$ cat src/rtl/fetch_stage.sv
// Instruction-fetch stage: owns PC_F, applies execute-stage redirects and
// holds the IF/ID pipeline register with stall/flush control.
module fetch_stage #(
  parameter int unsigned                DATA_WIDTH = 32,
  parameter logic [DATA_WIDTH-1:0]      RESET_PC   = '0,
  parameter logic [DATA_WIDTH-1:0]      NOP_INSTR  = 32'h0000_0013
) (
  input  logic                  clk,
  input  logic                  rst,
  input  logic                  StallF_i,
  input  logic                  StallD_i,
  input  logic                  FlushD_i,
  input  logic                  PCSrcE_i,
  input  logic [DATA_WIDTH-1:0] PCTargetE_i,
  input  logic [DATA_WIDTH-1:0] Instr_F_i,
  output logic [DATA_WIDTH-1:0] ImemAddr_o,
  output logic [DATA_WIDTH-1:0] PC_F_o,
  output logic [DATA_WIDTH-1:0] InstrD_o,
  output logic [DATA_WIDTH-1:0] PCD_o,
  output logic [DATA_WIDTH-1:0] PC_Plus4D_o,
  output logic                  ValidD_o
);

  logic [DATA_WIDTH-1:0] pc_f_q, pc_f_d;
  logic [DATA_WIDTH-1:0] pc_plus4_f;
  logic [DATA_WIDTH-1:0] instr_d_q, instr_d_d;
  logic [DATA_WIDTH-1:0] pc_d_q, pc_d_d;
  logic [DATA_WIDTH-1:0] pc_plus4_d_q, pc_plus4_d_d;
  logic                  valid_d_q, valid_d_d;

  // Redirect beats stall so a resolved branch is never dropped.
  always_comb begin
    pc_plus4_f = pc_f_q + DATA_WIDTH'(4);
    pc_f_d     = pc_f_q;
    if (PCSrcE_i) begin
      pc_f_d = {PCTargetE_i[DATA_WIDTH-1:2], 2'b00};
    end else if (!StallF_i) begin
      pc_f_d = pc_plus4_f;
    end
  end

  // Flush beats stall so a bubble always lands in decode.
  always_comb begin
    instr_d_d    = instr_d_q;
    pc_d_d       = pc_d_q;
    pc_plus4_d_d = pc_plus4_d_q;
    valid_d_d    = valid_d_q;
    if (FlushD_i) begin
      instr_d_d    = NOP_INSTR;
      pc_d_d       = '0;
      pc_plus4_d_d = '0;
      valid_d_d    = 1'b0;
    end else if (!StallD_i) begin
      instr_d_d    = Instr_F_i;
      pc_d_d       = pc_f_q;
      pc_plus4_d_d = pc_plus4_f;
      valid_d_d    = 1'b1;
    end
  end

  always_ff @(posedge clk) begin
    if (rst) begin
      pc_f_q       <= RESET_PC;
      instr_d_q    <= NOP_INSTR;
      pc_d_q       <= '0;
      pc_plus4_d_q <= '0;
      valid_d_q    <= 1'b0;
    end else begin
      pc_f_q       <= pc_f_d;
      instr_d_q    <= instr_d_d;
      pc_d_q       <= pc_d_d;
      pc_plus4_d_q <= pc_plus4_d_d;
      valid_d_q    <= valid_d_d;
    end
  end

  assign ImemAddr_o  = pc_f_q;
  assign PC_F_o      = pc_f_q;
  assign InstrD_o    = instr_d_q;
  assign PCD_o       = pc_d_q;
  assign PC_Plus4D_o = pc_plus4_d_q;
  assign ValidD_o    = valid_d_q;

endmodule
$ cat config.mk
export PLATFORM = sky130hd
export DESIGN_NAME = fetch_stage
export DESIGN_NICKNAME = d
export VERILOG_FILES = /design/src/rtl/fetch_stage.sv
export SDC_FILE = /design/constraint.sdc
export NUM_CORES = 1
export LEC_CHECK = 0
export ABC_CLOCK_PERIOD_IN_PS = 4300
export CAP_MARGIN = 20
export CORE_MARGIN = 2
export CORE_UTILIZATION = 47
export CTS_CLUSTER_SIZE = 12
export DETAILED_ROUTE_END_ITERATION = 12
export MAX_ROUTING_LAYER = met4
export PLACE_DENSITY = 0.95
export SETUP_SLACK_MARGIN = 0.2
export SYNTH_ARGS = -nofsm -noshare
export SYNTH_HDL_FRONTEND = slang
export SYNTH_SLANG_ARGS = --single-unit
export TNS_END_PERCENT = 100
$ cat constraint.sdc
create_clock -name clk -period 4.3 [get_ports clk]
set_input_delay 0.43 -clock clk [delete_from_list [all_inputs] [get_ports clk]]
set_output_delay 0.43 -clock clk [all_outputs]
set_load 0.02 [all_outputs]
# Yosys cells after proc, flatten, opt, wreduce, memory -nomap -nowiden
# Cells that the tools add are included.
classes:
  addsub: 1
  eq_ne: 1
  muxes: 2
  n_reduce_logical: 2
op_table:
  columns: ["op", "count"]
  rows:
  - ["32-bit two-way mux", 2]
  - ["32-bit by 3-bit adder with 32-bit output (second input constant)", 1]
  - ["2-bit OR reduction", 2]
  - ["2-bit by 1-bit inequality test with 1-bit output (second input constant)", 1]
totals:
  register_bits: 129
  inputBits: 70
  output_inout_bits: 161
  wordCells: 12

# Depth between registers and ports, before layout
# Gate-level depths: netlist (run 1).
depth:
  word_depth: 3
  depth_mapped: 7
  ltp_nobuf: 5

# Worst setup path before layout (run 1)
# No wires, ideal clock.
synth_timing:
  path_type: "reg-to-reg"
  startpoint: "reg pc_f_q[2] (netlist: ImemAddr_o[2])"
  endpoint: "reg pc_f_q[30] (netlist: ImemAddr_o[30])"
  setup_ns: 0.091
  arrival_ns: 2.124
  t_required_ns: 4.209
  slack_ns: 2.085
  stages_incl_launch_ff: 6
  n_path_buf: 0
  synth_period_minus_slack_ns: 2.215
  path_cell_list: "dfxtp_1 > ha_1 > nand3_1 > or4_1 > or4_1 > a311oi_1"
synth_between:
  elab_chain_len: 3
synth_lines:
  columns: ["item", "line", "rtl"]
  rows:
  - ["start: declaration", "24", "logic [DATA_WIDTH-1:0] pc_f_q, pc_f_d;"]
  - ["start signal: assignment", "69", "pc_f_q <= pc_f_d;"]
  - ["32-bit by 3-bit adder with 32-bit output", "33", "pc_plus4_f = pc_f_q + DATA_WIDTH'(4);"]
  - ["32-bit two-way mux", "37", "end else if (!StallF_i) begin"]
  - ["32-bit two-way mux", "35", "if (PCSrcE_i) begin"]
# No other way between the ends. The select of a mux whose other input is x is not followed.
# A chain may end at the register's enable or synchronous reset.

# Worst setup path after layout (run 1)
layout_timing:
  startpoint: "reg pc_f_q[10] (netlist: ImemAddr_o[10])"
  endpoint: "reg pc_f_q[25] (netlist: ImemAddr_o[25])"
# Same word-level chain as after synthesis.

==> results of run 1 <==
==> tightest hold or removal path, delay by kind of cell, from the launching register on <==
family | cells | cell delay, ps
AOI/OAI and AO/OA | 1 | 50
DFF | 1 | 300
and+or+nand+nor | 1 | 60
==> final cells by class <==
cell class	instances	share of cell area, %
tap	147	2.24
timing repair buffer	229	27.6
clock buffer	25	5.90
multi-input combinational	428	33.2
inverter	15	0.684
sequential	123	29.9
clock inverter	3	0.487
==> registers in the layout, summed over array words and instances, names as in the netlist <==
register,count
ImemAddr_o,30
PCD_o,30
PC_Plus4D_o,30
InstrD_o,32
ValidD_o,1
==> kinds of logic (layout without fill, tap and decap cells) <==
group	count (synthesis)	after routing	share of synthesized area (%)
other	1	8	0.0650
AOI/OAI and AO/OA	115	115	12.6
buffers and inverters	112	272	10.5
xor gates and xnor gates	22	22	3.34
and+or+nand+nor	220	220	19.9
muxes	62	62	10.8
DFF	123	123	42.7
adders and majority gates	1	1	0.217
==> layout by cell type, fill, tap and decap left out, types with 10 or more instances in the layout <==
master and n:
a211oi_1 19, a21oi_1 20, a311oi_1 10, a31oi_1 10, and4_1 13, buf_4 10
clkbuf_16 17, clkdlybuf4s50_1 219, dfxtp_1 123, inv_1 14, mux2i_1 62, nand2_1 27
nand3_1 12, nand4_1 13, nor2_1 89, nor3_1 16, o21ai_0 38, or3_1 17
xnor2_1 17
==> power by group <==
| part | switching [µW] | internal, µW |
|---|---|---|
| registers | 69.4 | 1190 |
| clock network | 473 | 824 |
| logic | 222 | 224 |
| total | 765 | 2240 |
==> stage by stage <==
step	cell area (µm²)	utilization [%]	std cells	power [µW]	setup slack (ps)
after floorplan	5800	-	663	1530	2080
after global routing	8230	68.5	970	3100	1270
final	8230	68.5	970	3000	1430
after detailed placement	7700	64.1	942	1720	1410
after CTS	8230	68.5	970	3010	1450
after global placement	7700	64.1	942	1710	1570
==> layer usage <==
metal	global-route usage [%]	part of all wire (%)
met5	-	0
met4	10.4	2.2
met3	6.80	7.4
met2	43.5	49
met1	31.5	41
==> path summary, 6_finish.rpt <==
path	depth (start not counted)	slack [ps]	endpoint	startpoint
worst max-delay path	4	1430	ImemAddr_o[25]$_SDFFE_PP0P_	ImemAddr_o[10]$_SDFFE_PP0P_
worst min-delay path	2	460	PC_Plus4D_o[6]$_SDFFE_PP0N_	PC_Plus4D_o[6]$_SDFFE_PP0N_
worst max register to register	4	1430	ImemAddr_o[25]$_SDFFE_PP0P_	ImemAddr_o[10]$_SDFFE_PP0P_
worst min register to register	2	460	PC_Plus4D_o[6]$_SDFFE_PP0N_	PC_Plus4D_o[6]$_SDFFE_PP0N_
==> flow_summary.toml, run 1 <==
[drt]
wl_per_cell_um = 17.6
vias = 5452
route.detailed.drc = 0
routed_via_density = 5.62
ant_nets = 0
firstDrtPassIters = 5
drt_iter0_drc = 292
drt_wl_total_mm = 17.1

[place]
port_buffers = 220
place_hpwl_mm = 11.7
gp_congestion = 0.829

[power]
ir_worst_vdd_mv = 0.291
p_leak_uw = 0.00304
cellPowerDensity_nw_per_um2 = 365

[layout]
multi_input_comb_area_um2 = 2730
seqCellArea_um2 = 2460
antenna_cells = 0
drive_gt1_share_pct = 4.86
layout.nets = 885
fillers = 932
area.growth.synth_to_final_pct = 42.6

[timing]
worst_slew_pin_slew_ps = 896
maxSlewHeadroom_pct = 40.2
hold_ws_ps = 461
report.final.slew_viol_count = 0
max_freq_mhz = 348
skew_ps = 7.52
setup_viol = 0
fin_setup_tns_ps = 0
rsz0062_at_grt = "false"
min_period_ps = 2870
period_share_pct = 66.8
finalHoldViolCount = 0

[grt]
gr-total-overflow = 0
grt_pass1_vias = 5047
grt_max_degree = 44
antenna_found_initial = 0
grt_usage_pct = 26.6
grt_pass1_wl_mm = 26.3

[clock_tree]
postCtsHoldBufs = 0
clock_latency_ps = 420
cts_root_buffer = "clkbuf_16"
cts_inserted_buffers = 17
cts_tree = "done"
htreeDepth = 4
ctsLongestPathBuffers = 2
clkSinkCount = 123
clk_pin_slew_ps = 50
cts_resized = 0
cts_setup_buffers = 0

[critical_path]
end_kind = "flip-flop"
cp_cell_sequence = "nand4_1, nor4_2, a211oi_1, a2111oi_0"
cp_max_fo = 11
crit_buf_inv = 0
path_class = "reg -> reg"
critPathArrivalTime_ps = 3130
cp_slowest_cell = "nor4_2"
cp_slowest_stage_delay_ps = 880
start_kind = "flip-flop"
required_ps = 4550
critPathTopFamily = "simple AND/OR/NAND/NOR gates"

[logic_synthesis]
yosysMostFrequentCell = "dfxtp_1"
yosysWarningCount = 0
postSynthCellCount = 656
synth_area_leaders = "dfxtp_1, mux2i_1, nor2_1"
ys_ff_latch = 123
synth_edf_count = 0
yosysUniqueCellTypes = 45
synthArstFlopShare_pct = 0
syn_area_per_cell_um2 = 8.80
synthTopCellsByCount = "dfxtp_1, nor2_1, mux2i_1"
yosysSeqAreaShare_pct = 42.7
synth.largest_area_cell = "dfxtp_1"
synthFlopType = "dfxtp_1"
synthesis.area_um2 = 5770
netlist.area_leader.share_pct = 42.7

[job]
cap_violations = 0

[floorplan]
rows = 40
start_util_pct = 48.0
die_w_um = 115
io_pins = 231
coreArea_um2 = 12000
die_h_um = 115
design.die.area_um2 = 13200

[min_path]
min_path_type = "reg -> reg"

[status]
status = "complete, no violations"
Power figures use the tool's default switching activity.
==> run 2, diff against run 1 <==
--- a/config.mk
+++ b/config.mk
@@ -5,14 +5,14 @@
 export SDC_FILE = /design/constraint.sdc
 export NUM_CORES = 1
 export LEC_CHECK = 0
-export ABC_CLOCK_PERIOD_IN_PS = 4300
+export ABC_CLOCK_PERIOD_IN_PS = 2300
 export CAP_MARGIN = 20
 export CORE_MARGIN = 2
-export CORE_UTILIZATION = 47
+export CORE_UTILIZATION = 40
 export CTS_CLUSTER_SIZE = 12
 export DETAILED_ROUTE_END_ITERATION = 12
 export MAX_ROUTING_LAYER = met4
-export PLACE_DENSITY = 0.95
+export PLACE_DENSITY = 0.87
 export SETUP_SLACK_MARGIN = 0.2
 export SYNTH_ARGS = -nofsm -noshare
 export SYNTH_HDL_FRONTEND = slang
==> constraint.sdc (replaced) <==
create_clock -name clk -period 2.3 [get_ports clk]
set_input_delay 0.23 -clock clk [delete_from_list [all_inputs] [get_ports clk]]
set_output_delay 0.23 -clock clk [all_outputs]
set_load 0.02 [all_outputs]
==> run 2 against run 1 <==
Clock skew is 0.57 ps higher. Count of clock-buffer cells in the layout is 8 lower. Setup slack worse by 1100 ps. Flip-flop and latch count stayed put. Critical path depth is 1 higher. Critical path type unchanged. Total power is 110% higher. Combinational power is 110% higher.
==> flow_summary.toml, run 2 (synthesis results as in run 1) <==
[floorplan]
io_pins = 231
die_w_um = 124
start_util_pct = 41.3
rows = 43
coreArea_um2 = 14000
design.die.area_um2 = 15400
die_h_um = 124

[grt]
grt_usage_pct = 24.1
gr-total-overflow = 0
grt_pass1_wl_mm = 27.6
grt_max_degree = 73
grt_pass1_vias = 5402
antenna_found_initial = 0

[layout]
drive_gt1_share_pct = 11.5
fillers = 1180
most-common-layout-cells = "clkdlybuf4s50_1, dfxtp_1, nor2_1"
multi_input_comb_area_um2 = 2760
layout_commonest_cell = "clkdlybuf4s50_1"
seqCellArea_um2 = 2470
largest_register_ffs = 32
area.growth.synth_to_final_pct = 51.7
layout.nets = 925
antenna_cells = 0
design_area_um2 = 8760

[min_path]
min_path_type = "in -> reg"
holdPathEnd = "ImemAddr_o[6]$_SDFFE_PP0P_"
min_path_cells = 3
min_from = "PCTargetE_i[6]"

[clock_tree]
clock_latency_ps = 410
cts_inserted_buffers = 17
cts_tree = "done"
clk_pin_slew_ps = 60
htreeDepth = 4
ctsLongestPathBuffers = 2
clkSinkCount = 123
cts_root_buffer = "clkbuf_16"

[critical_path]
reg2reg_slack_ps = 300
start_kind = "flip-flop"
timing.rr.start = "ImemAddr_o[3]$_SDFFE_PP0P_"
path_class = "reg -> reg"
cp_max_fo = 7
critPathArrivalTime_ps = 2320
worstRegToRegCells = 5
end_kind = "flip-flop"
required_ps = 2620
r2r-end = "ImemAddr_o[30]$_SDFFE_PP0P_"

[timing]
period_share_pct = 87.0
fin_setup_tns_ps = 0
maxSlewHeadroom_pct = 64.5
report.final.slew_viol_count = 0
max_freq_mhz = 500
min_period_ps = 2000
skew_ps = 8.09
hold_ws_ps = 388
worst_slew_pin_slew_ps = 533
setup_viol = 0
finalHoldViolCount = 0
rsz0062_at_grt = "true"

[drt]
firstDrtPassIters = 5
wl_per_cell_um = 17.5
routed_via_density = 5.37
ant_nets = 0
drt_iter0_drc = 428
route.detailed.drc = 0
vias = 5620
drt_wl_total_mm = 18.3

[place]
gp_congestion = 0.880
place_hpwl_mm = 12.7
dpl_cell_area_um2 = 8060
port_buffers = 220

[power]
p_leak_uw = 0.00332
cellPowerDensity_nw_per_um2 = 705
ir_worst_vdd_mv = 0.514

[job]
cap_violations = 0

[status]
status = "complete, no violations"
==> run 2: changes by cell type in the layout (fill, tap and decap cells not counted), sizes merged <==
cell      previous run  this run
buf                 10        50
clkbuf              25        17
clkinv               3         9
bufinv               1         5
clkinvlp             0         2
==> run 2: cell type report <==
cell class,instances,area share (%)
inverters,15,0.643
clock buffers,17,4.86
flip-flops and latches,123,28.2
repair buffers,269,29.6
clock inverters,15,2.56
multi-input cells,428,31.6
well taps,180,2.57
==> run 2: worst max-delay path, stage by stage, from the launching register on <==
cell and delay, ps:
dfxtp_2 330, ha_1 180, nand3_2 170, or4_4 580, or4_1 400, a311oi_1 250
==> run 2: stage by stage <==
stage	setup WS [ps]	power, µW	util [%]	std cells
floorplan	216	2850	-	663
global placement	220	3260	57.6	1014
detailed placement	143	3280	57.6	1014
CTS	230	6210	62.3	1046
global route	197	6380	62.6	1047
finish	300	6170	62.6	1047
==> run 2: per-layer routing <==
metal	share of wire, %	wire [µm]	vias up	track usage [%]
li1	-	-	2690	-
met1	41	7430	2663	28.6
met2	50	9180	245	39.7
met3	7.7	1420	22	6.64
met4	1.4	256	0	7.94
met5	0	0	-	-
==> run 2: how the worst max path moves through the flow <==
stage | startpoint | end | slack, ps
floorplan | ImemAddr_o[2]$_SDFFE_PP0P_ | ImemAddr_o[30]$_SDFFE_PP0P_ | 220
global placement | StallF_i | ImemAddr_o[26]$_SDFFE_PP0P_ | 220
detailed placement | StallF_i | ImemAddr_o[25]$_SDFFE_PP0P_ | 140
CTS | ImemAddr_o[16]$_SDFFE_PP0P_ | ImemAddr_o[30]$_SDFFE_PP0P_ | 230
global route | ImemAddr_o[16]$_SDFFE_PP0P_ | ImemAddr_o[31]$_SDFFE_PP0P_ | 200
finish | ImemAddr_o[3]$_SDFFE_PP0P_ | ImemAddr_o[30]$_SDFFE_PP0P_ | 300
==> run 2: timing repair <==
action / CTS / global route
setup endpoints to repair: 1 / 8
pin swaps: 0 / 1
hold endpoints to repair: 0 / 0
setup buffers: 0 / 1
hold buffers: 0 / 0
gates resized for setup: 1 / 10
==> run 2: where the power goes <==
part           total (µW)  internal (µW)  switching (µW)  leakage, µW
sequential           2300           2220            77.1      0.00101
combinational         949            460             489      0.00200
clock                2930           1920            1000     0.000313
total                6170           4600            1570      0.00332
==> run 3, diff against run 2 <==
--- a/config.mk
+++ b/config.mk
@@ -5,14 +5,14 @@
 export SDC_FILE = /design/constraint.sdc
 export NUM_CORES = 1
 export LEC_CHECK = 0
-export ABC_CLOCK_PERIOD_IN_PS = 2300
+export ABC_CLOCK_PERIOD_IN_PS = 2550
 export CAP_MARGIN = 20
 export CORE_MARGIN = 2
-export CORE_UTILIZATION = 40
+export CORE_UTILIZATION = 47
 export CTS_CLUSTER_SIZE = 12
 export DETAILED_ROUTE_END_ITERATION = 12
 export MAX_ROUTING_LAYER = met4
-export PLACE_DENSITY = 0.87
+export PLACE_DENSITY = 0.86
 export SETUP_SLACK_MARGIN = 0.2
 export SYNTH_ARGS = -nofsm -noshare
 export SYNTH_HDL_FRONTEND = slang
==> constraint.sdc (replaced) <==
create_clock -name clk -period 2.55 [get_ports clk]
set_input_delay 0.255 -clock clk [delete_from_list [all_inputs] [get_ports clk]]
set_output_delay 0.255 -clock clk [all_outputs]
set_load 0.02 [all_outputs]
==> run 3 against run 2 <==
Utilization rose by 8.7 points. Count of clock-buffer cells in the layout rose by 2. Final cell count fell by 4.6%. Global-route usage rose by 3.4 points. Die area fell by 14%. Non-clock buffer count fell by 15. Sequential power fell by 9.1%. Combinational power fell by 14%. Total power fell by 12%. Worst hold slack improved by 29 ps. Critical path depth rose by 1. Clock power fell by 13%. Critical endpoint is now ImemAddr_o[29]$_SDFFE_PP0P_.
==> flow_summary.toml, run 3 (synthesis results as in run 1) <==
[grt]
grt_max_degree = 73
grt_pass1_vias = 5450
gr-total-overflow = 0
grt_usage_pct = 27.5
grt_pass1_wl_mm = 27.5
antenna_found_initial = 0

[place]
place_hpwl_mm = 12.5
dpl_cell_area_um2 = 7870
gp_congestion = 0.906
port_buffers = 220

[layout]
layout.nets = 910
largest_register_ffs = 32
antenna_cells = 0
fillers = 930
design_area_um2 = 8560
area.growth.synth_to_final_pct = 48.4
layout_commonest_cell = "clkdlybuf4s50_1"
final_util_pct = 71.3
most-common-layout-cells = "clkdlybuf4s50_1, dfxtp_1, nor2_1"
drive_gt1_share_pct = 9.15

[critical_path]
cp_slowest_stage_delay_ps = 520
path_common_cell = "buf_4"
critPathArrivalTime_ps = 2590
cp_cell_sequence = "nand4_2, buf_4, nor4_2, buf_4, a211oi_1, a2111oi_0"
end_kind = "flip-flop"
crit_start = "ImemAddr_o[9]$_SDFFE_PP0P_"
cp_max_fo = 8
reg2reg_slack_ps = 220
start_kind = "flip-flop"
path_class = "reg -> reg"
crit_buf_inv = 2
critPathTopFamily = "simple AND/OR/NAND/NOR gates"
required_ps = 2810
timing.rr.start = "ImemAddr_o[9]$_SDFFE_PP0P_"
cp_slowest_cell = "dfxtp_1"

[floorplan]
rows = 40
die_w_um = 115
start_util_pct = 48.0
coreArea_um2 = 12000
die_h_um = 115
io_pins = 231
design.die.area_um2 = 13200

[power]
p_leak_uw = 0.00322
ir_worst_vdd_mv = 0.527
cellPowerDensity_nw_per_um2 = 637
p_total_uw = 5450

[timing]
max_freq_mhz = 429
rsz0062_at_grt = "true"
hold_ws_ps = 416
report.final.slew_viol_count = 0
period_share_pct = 91.5
fin_setup_tns_ps = 0
worst_slew_pin_slew_ps = 588
setup_viol = 0
skew_ps = 6.42
finalHoldViolCount = 0
maxSlewHeadroom_pct = 60.4
min_period_ps = 2330

[clock_tree]
clk_pin_slew_ps = 50
cts_inserted_buffers = 17
clock_latency_ps = 420
clkSinkCount = 123
ctsLongestPathBuffers = 2
cts_root_buffer = "clkbuf_16"
htreeDepth = 4
postCtsHoldBufs = 0
cts_tree = "done"

[drt]
routed_via_density = 5.59
drt_iter0_drc = 304
wl_per_cell_um = 18.1
ant_nets = 0
vias = 5584
drt_wl_total_mm = 18.0
route.detailed.drc = 0
firstDrtPassIters = 5

[min_path]
min_from = "PCTargetE_i[4]"
min_path_type = "in -> reg"

[status]
status = "complete, no violations"

[job]
cap_violations = 0
run 3: changes by cell type in the layout (fill, tap and decap cells not counted), moves of 2 or more:
cell,previous run,this run
nor4_1,7,5
buf_4,48,33
clkinv_4,5,0
and4_2,2,0
clkbuf_8,0,2
nor4_2,1,4
dfxtp_2,5,0
dfxtp_1,118,123
and4_1,11,13
clkinv_2,3,6
run 3: metrics by stage:
| step | setup slack (ps) | instances |
|---|---|---|
| after floorplan | 335 | 663 |
| after global placement | 340 | 963 |
| after detailed placement | 210 | 963 |
| after CTS | 201 | 995 |
| after global routing | 88.3 | 999 |
| final | 218 | 999 |
run 3: metal layers:
metal,global-route usage (%),vias up,routed length (µm)
li1,-,2644,-
met1,31.8,2591,6990
met2,46.4,306,9170
met3,5.75,43,1450
met4,11.6,0,421
met5,-,-,0
run 3: what timing repair did:
item	in CTS	in global routing
setup buffers	0	4
endpoints found under the setup margin	0	10
gates resized for setup	0	4
run 3: layout make-up:
class	instances	area, µm²	area share [%]
Timing Repair Buffer	254	2480	29.0
Clock inverter	13	173	2.02
Tap cell	147	184	2.15
Clock buffer	19	453	5.29
Multi-Input combinational cell	428	2760	32.2
Inverter	15	56.3	0.658
Sequential cell	123	2460	28.8
run 3: final timing paths:
kind / endpoint / depth (start not counted)
worst min register to register: PCD_o[26]$_SDFFE_PP0N_ / 2
worst max-delay path: ImemAddr_o[29]$_SDFFE_PP0P_ / 6
worst min-delay path: ImemAddr_o[4]$_SDFFE_PP0P_ / 3
worst max register to register: ImemAddr_o[29]$_SDFFE_PP0P_ / 6
run 3: report_power, final:
group / leakage (µW) / switching [µW] / internal [µW]
logic: 0.00191 / 419 / 399
clock network: 0.000304 / 868 / 1670
registers: 0.00101 / 90.3 / 2000
total: 0.00322 / 1380 / 4070
run 3: worst register-to-register path: cells and delay by family, from the launching register on:
kind,cells,cell delay (ps)
DFF,1,520
and+or+nand+nor,2,660
AOI/OAI and AO/OA,2,530
buffers and inverters,2,460
